## src/rtl/spi_input_frontend.sv

```systemverilog
// spi_input_frontend: synchronises and debounces the raw SPI pins and emits single-cycle edge strobes.
// Optional macro GLITCH_CNT_EN adds glitch_count, a saturating count of rejected glitches.
module spi_fe_chan #(
    parameter int WAIT  = 3,
    parameter int CNT_W = 4,
    parameter bit IDLE  = 1'b0
) (
    input  logic clk,
    input  logic reset_n,
    input  logic pin,
    output logic c_d,
    output logic c_q
`ifdef GLITCH_CNT_EN
    ,
    output logic abort
`endif
);
    localparam logic [CNT_W-1:0] LAST = CNT_W'(WAIT - 1);

    logic             s1_q, s1_d, s2_q, s2_d;
    logic [CNT_W-1:0] cnt_q, cnt_d;
    logic             match;

    assign match = (s2_q == c_q);

    always_comb begin
        s1_d  = pin;
        s2_d  = s1_q;
        cnt_d = cnt_q;
        c_d   = c_q;
        if (match) begin
            cnt_d = '0;
        end else if (cnt_q == LAST) begin
            c_d   = s2_q;
            cnt_d = '0;
        end else begin
            cnt_d = cnt_q + 1'b1;
        end
    end

`ifdef GLITCH_CNT_EN
    // A partial count thrown away because the line settled back.
    assign abort = match && (cnt_q != '0);
`endif

    always_ff @(posedge clk or negedge reset_n) begin
        if (!reset_n) begin
            s1_q  <= IDLE;
            s2_q  <= IDLE;
            cnt_q <= '0;
            c_q   <= IDLE;
        end else begin
            s1_q  <= s1_d;
            s2_q  <= s2_d;
            cnt_q <= cnt_d;
            c_q   <= c_d;
        end
    end
endmodule

module spi_input_frontend #(
    parameter int WAIT  = 3,
    parameter int CNT_W = 4
) (
    input  logic       clk,
    input  logic       reset_n,
    input  logic       sclk_pin,
    input  logic       cs_pin,
    input  logic       mosi_pin,
    output logic       sclk_c,
    output logic       cs_c,
    output logic       mosi_c,
    output logic       sclk_rise,
    output logic       sclk_fall,
    output logic       sclk_rise_sel,
    output logic       cs_fall,
    output logic       cs_rise,
    output logic       mosi_bit
`ifdef GLITCH_CNT_EN
    ,
    output logic [7:0] glitch_count
`endif
);
    localparam int NCH = 3;
    // Channel order {mosi, cs, sclk}; cs idles high.
    localparam logic [NCH-1:0] IDLE_V = 3'b010;

    logic [NCH-1:0] pin, c_d, c_q;
`ifdef GLITCH_CNT_EN
    logic [NCH-1:0] abort;
`endif

    assign pin = {mosi_pin, cs_pin, sclk_pin};

    for (genvar i = 0; i < NCH; i++) begin : g_ch
        spi_fe_chan #(
            .WAIT (WAIT),
            .CNT_W(CNT_W),
            .IDLE (IDLE_V[i])
        ) u_chan (
            .clk    (clk),
            .reset_n(reset_n),
            .pin    (pin[i]),
            .c_d    (c_d[i]),
            .c_q    (c_q[i])
`ifdef GLITCH_CNT_EN
            ,
            .abort  (abort[i])
`endif
        );
    end

    logic sclk_rise_q, sclk_rise_d, sclk_fall_q, sclk_fall_d;
    logic cs_fall_q, cs_fall_d, cs_rise_q, cs_rise_d;
    logic sel_q, sel_d, mosi_bit_q, mosi_bit_d;

    // Pulses are decoded from the next-state view so they appear the cycle after the flip.
    always_comb begin
        sclk_rise_d = c_d[0] & ~c_q[0];
        sclk_fall_d = ~c_d[0] & c_q[0];
        cs_rise_d   = c_d[1] & ~c_q[1];
        cs_fall_d   = ~c_d[1] & c_q[1];
        sel_d       = sclk_rise_d & ~c_d[1];
        mosi_bit_d  = sel_d ? c_d[2] : mosi_bit_q;
    end

    always_ff @(posedge clk or negedge reset_n) begin
        if (!reset_n) begin
            sclk_rise_q <= 1'b0;
            sclk_fall_q <= 1'b0;
            cs_rise_q   <= 1'b0;
            cs_fall_q   <= 1'b0;
            sel_q       <= 1'b0;
            mosi_bit_q  <= 1'b0;
        end else begin
            sclk_rise_q <= sclk_rise_d;
            sclk_fall_q <= sclk_fall_d;
            cs_rise_q   <= cs_rise_d;
            cs_fall_q   <= cs_fall_d;
            sel_q       <= sel_d;
            mosi_bit_q  <= mosi_bit_d;
        end
    end

    assign sclk_c        = c_q[0];
    assign cs_c          = c_q[1];
    assign mosi_c        = c_q[2];
    assign sclk_rise     = sclk_rise_q;
    assign sclk_fall     = sclk_fall_q;
    assign sclk_rise_sel = sel_q;
    assign cs_fall       = cs_fall_q;
    assign cs_rise       = cs_rise_q;
    assign mosi_bit      = mosi_bit_q;

`ifdef GLITCH_CNT_EN
    logic [7:0] gcnt_q, gcnt_d;
    logic [1:0] n_abort;
    logic [8:0] gsum;

    always_comb begin
        n_abort = 2'(abort[0]) + 2'(abort[1]) + 2'(abort[2]);
        gsum    = {1'b0, gcnt_q} + 9'(n_abort);
        gcnt_d  = gsum[8] ? 8'hFF : gsum[7:0];
    end

    always_ff @(posedge clk or negedge reset_n) begin
        if (!reset_n) gcnt_q <= 8'h00;
        else          gcnt_q <= gcnt_d;
    end

    assign glitch_count = gcnt_q;
`endif
endmodule

```

## config.mk

```make
export PLATFORM = sky130hd
export DESIGN_NAME = spi_input_frontend
export DESIGN_NICKNAME = d
export VERILOG_FILES = /design/src/rtl/spi_input_frontend.sv
export SDC_FILE = /design/constraint.sdc
export NUM_CORES = 1
export LEC_CHECK = 0
export CAP_MARGIN = 30
export CORE_UTILIZATION = 47
export CTS_CLUSTER_DIAMETER = 120
export DETAILED_ROUTE_END_ITERATION = 6
export HOLD_SLACK_MARGIN = 0.06
export PLACE_DENSITY = 0.81
export SYNTH_ARGS = -nofsm -noshare
export SYNTH_HDL_FRONTEND = slang
export SYNTH_SLANG_ARGS = --single-unit
```

## constraint.sdc

```tcl
create_clock -name clk -period 2 [get_ports clk]
set_clock_uncertainty 0.15 [all_clocks]
set_input_delay 0.2 -clock clk [delete_from_list [all_inputs] [get_ports clk]]
set_output_delay 0.2 -clock clk [all_outputs]
set_load 0.01 [all_outputs]
```

==> metrics.md <==
| Metric | Value |
|---|---|
| Sequential area share after synthesis | 63.7% |
| Critical path's top delay family | simple AND/OR/NAND/NOR gates |
| Ys Warns | 0 |
| Wire per inst | 10.9 µm |
| Clk root buf | clkbuf_4 |
| Area grow syn2layout | 19.9% |
| Die height | 49.7 µm |
| Setup TNS | 0 ns |
| TritonCTS clock tree | yes |
| CP Cell Sequence | inv_1 -> ha_1 -> or3b_4 -> a2111oi_4 -> mux2_4 |
| Largest net degree at the start of global routing | 28 |
| Vias after detailed routing | 587 |
| IO Port Bufs | 13 |
| Sw frac | 30.7% |
| Clock Power Share | 14.9% |
| Int Pwr | 1.02 mW |
| CTS max path bufs | 2 |
| IO Count | 14 |
| CP endpoint kind | flip-flop |
| Core Util, Final | 62.7% |
| Seq cells post-synth | 27 |
| Total routed wirelength | 1350 µm |
| Number of synthesized flops with an enable pin | 0 |
| Least-Margin Pin Slew | 0.325 ns |
| Die ar. | 2470 µm² |
| Pleak | 0.590 nW |
| Synthesized area per cell | 13.9 µm² |
| Site Rows | 16 |
| DRC violations left | 0 |
| Synth Net Count | 88 |
| Number of placed instances, taps included | 120 |
| CP Max Fanout | 5 |
| Worst Path Class, Setup | flip-flop to flip-flop |
| Worst-case vdd ir drop | 0.625 mV |
| Synth top area share | 56.3% |
| Clk Latency, worst-skew pair | 0.30 ns |
| GP Congestion | 0.723 |
| Nature of the critical path startpoint | flip-flop |
| Comb power frac | 32.6% |
| Slowest cell delay on critical path | 0.41 ns |
| CP Data Required Time | 2.06 ns |
| Max-cap viol count | 0 |
| Post-route cell area | 1280 µm² |
| Worst Setup Slack, final | 0.0552 ns |
| Max Freq | 514 MHz |
| Total global routing overflow | 0 |
| GRT Total Usage | 13.9% |
| Cts hold-fix bufs | 0 |
| Unique cell type count in the Yosys netlist | 17 |
| Share of layout cells above drive strength 1 | 17.5% |
| Outcome | completed |
| Top_reg_cell synth | dfrtp_1 |
| Starting Density | 52.3% |
| Async S/R FF share, synth | 100% |
| Pwr Density | 1150 nW/µm² |
| Via-to-Cell Ratio | 4.73 |
| Number of global-route vias before repair | 627 |
| Inserted Clock Buffers | 3 |
| Final Instance Count excl. Fillers | 124 |
| Leading cell types by count after synthesis | dfrtp_1 (24), nor2_1 (13), ha_1 (6), xor2_1 (6), nor3b_1 (4) |
| Die W | 49.7 µm |
| Count of pins over their slew limit | 0 |
| Leading post-synthesis cells by cell area | dfrtp_1 (56%), dfstp_2 (7.4%), ha_1 (7.0%) |
| First-pass GRT wire length | 2550 µm |
| Placed Area | 1250 µm² |
| Pre-Repair DR Iteration Count | 3 |
| Sequential Power Share | 52.5% |
| Rel. slew slack | 78.3% |
| Final period util | 97.2% |
| Hold Fails Final Rpt | 0 |
| Antenna Nets Post-Route | 0 |
| DR iter-0 viols | 2 |
| Core ar. | 2040 µm² |
| Setup slack after placement | 0.0155 ns |
| Hold/Removal Path Class | primary input to async pin |
| Worst path slowest cell | or3b_4 |
| Post-synth top area cell | dfrtp_1 |
| # diodes | 0 |
| P_sw | 451 µW |
| Crit path time final | 1.94 ns |
| Fin nets | 109 |
| RSZ-0062 raised after global routing | true |
| Area of the mapped netlist | 1070 µm² |
| Initial antenna violation count | 0 |
| Crit path buf inv count | 1 |
| Critical path data arrival time | 2.00 ns |
| Hpwl dp | 1020 µm |
| Top-count cell post-synth | dfrtp_1 |
| Count of final setup violators | 0 |
| Clk sink count | 27 |
| Post-Synthesis Cells | 77 |
| # H-tree levels | 1 |
| Fillers | 183 |
| Clock transition at path regs | 0.13 ns |
## power groups by stage
stage | sequential [mW] | combinational (mW) | clock, mW
2_1_floorplan | 0.795 | 0.273 | 0
4_1_cts | 0.773 | 0.489 | 0.230
6_report | 0.771 | 0.480 | 0.219
3_3_place_gp | 0.777 | 0.482 | 0
3_5_place_dp | 0.783 | 0.489 | 0
5_1_grt | 0.793 | 0.544 | 0.248
## repair_timing
| item | 4_1_cts | 5_1_grt |
|---|---|---|
| endpoints found under the setup margin | 0 | 1 |
| setup buffers | 0 | 0 |
| endpoints found under the hold margin | 0 | 0 |
| resized for setup | 0 | 0 |
## metrics by stage
| step | hold WS (ns) | power (mW) |
|---|---|---|
| 2_1_floorplan | -0.246 | 1.07 |
| 3_3_place_gp | 0.184 | 1.26 |
| 3_5_place_dp | 0.185 | 1.27 |
| 4_1_cts | 0.0878 | 1.49 |
| 5_1_grt | 0.103 | 1.59 |
| 6_report | 0.0877 | 1.47 |
## metal layers
| layer | wire (µm) | up-vias | global-route usage, % |
|---|---|---|---|
| li1 | - | 294 | - |
| met1 | 621 | 281 | 17.9 |
| met2 | 674 | 10 | 22.7 |
| met3 | 36 | 2 | 2.78 |
| met4 | 14 | 0 | 5.71 |
| met5 | 0 | - | 0 |
## state kept, by name, indices dropped and copies added, names as in the netlist
register / count
g_ch.u_chan.s1_q: 3
sclk_rise: 1
sclk_fall: 1
g_ch.u_chan.cnt_q: 12
cs_rise: 1
g_ch.u_chan.s2_q: 3
sclk_rise_sel: 1
cs_fall: 1
g_ch.u_chan.c_q: 3
mosi_bit: 1
## cell usage in the layout, fill, tap and decap left out, drive strengths merged
cell type	count
dfrtp	24
nor2	13
clkdlybuf4s50	13
xor2	6
ha	6
nor3b	4
clkbuf	4
xnor2	3
inv	3
nand3	3
dfstp	3
buf	3
mux2	3
or3b	2
nand2	2
nand2b	2
and4bb	1
a21o	1
a2111oi	1
## layout make-up
| cell class | instances | area [µm²] | share of cell area (%) |
|---|---|---|---|
| clock buffer | 4 | 26.3 | 2.05 |
| inverter | 3 | 11.3 | 0.880 |
| tap | 27 | 33.8 | 2.64 |
| sequential | 27 | 679 | 53.1 |
| timing repair buffer | 16 | 153 | 11.9 |
| multi-input combinational | 47 | 377 | 29.4 |
## logic make-up (layout without fill, tap and decap cells)
group	Yosys count	count (layout)	synth area share, %
AND/OR/NAND/NOR	27	27	14.0
XOR/XNOR	9	9	7.39
buffers and inverters	3	23	1.06
adder cells (fa/ha/maj)	6	6	7.03
multiplexers	3	3	3.52
flip-flops	27	27	63.7
AO/OA/AOI/OAI	2	2	3.40
## final timing paths
kind	startpoint	to	slack, ns	depth (start not counted)
max	g_ch[0].u_chan.cnt_q[0]$_DFF_PN0_	mosi_bit$_DFFE_PN0P_	0.06	5
min	reset_n	g_ch[0].u_chan.s2_q$_DFF_PN0_	0.09	2
max reg2reg	g_ch[0].u_chan.cnt_q[0]$_DFF_PN0_	mosi_bit$_DFFE_PN0P_	0.06	5
min reg2reg	g_ch[2].u_chan.s1_q$_DFF_PN0_	g_ch[2].u_chan.s2_q$_DFF_PN0_	0.21	0
max in group asynchronous	reset_n	g_ch[1].u_chan.c_q$_DFF_PN1_	1.32	2
min in group clk	cs_pin	g_ch[1].u_chan.s1_q$_DFF_PN1_	0.13	1
(Power assumes the default switching activity.)
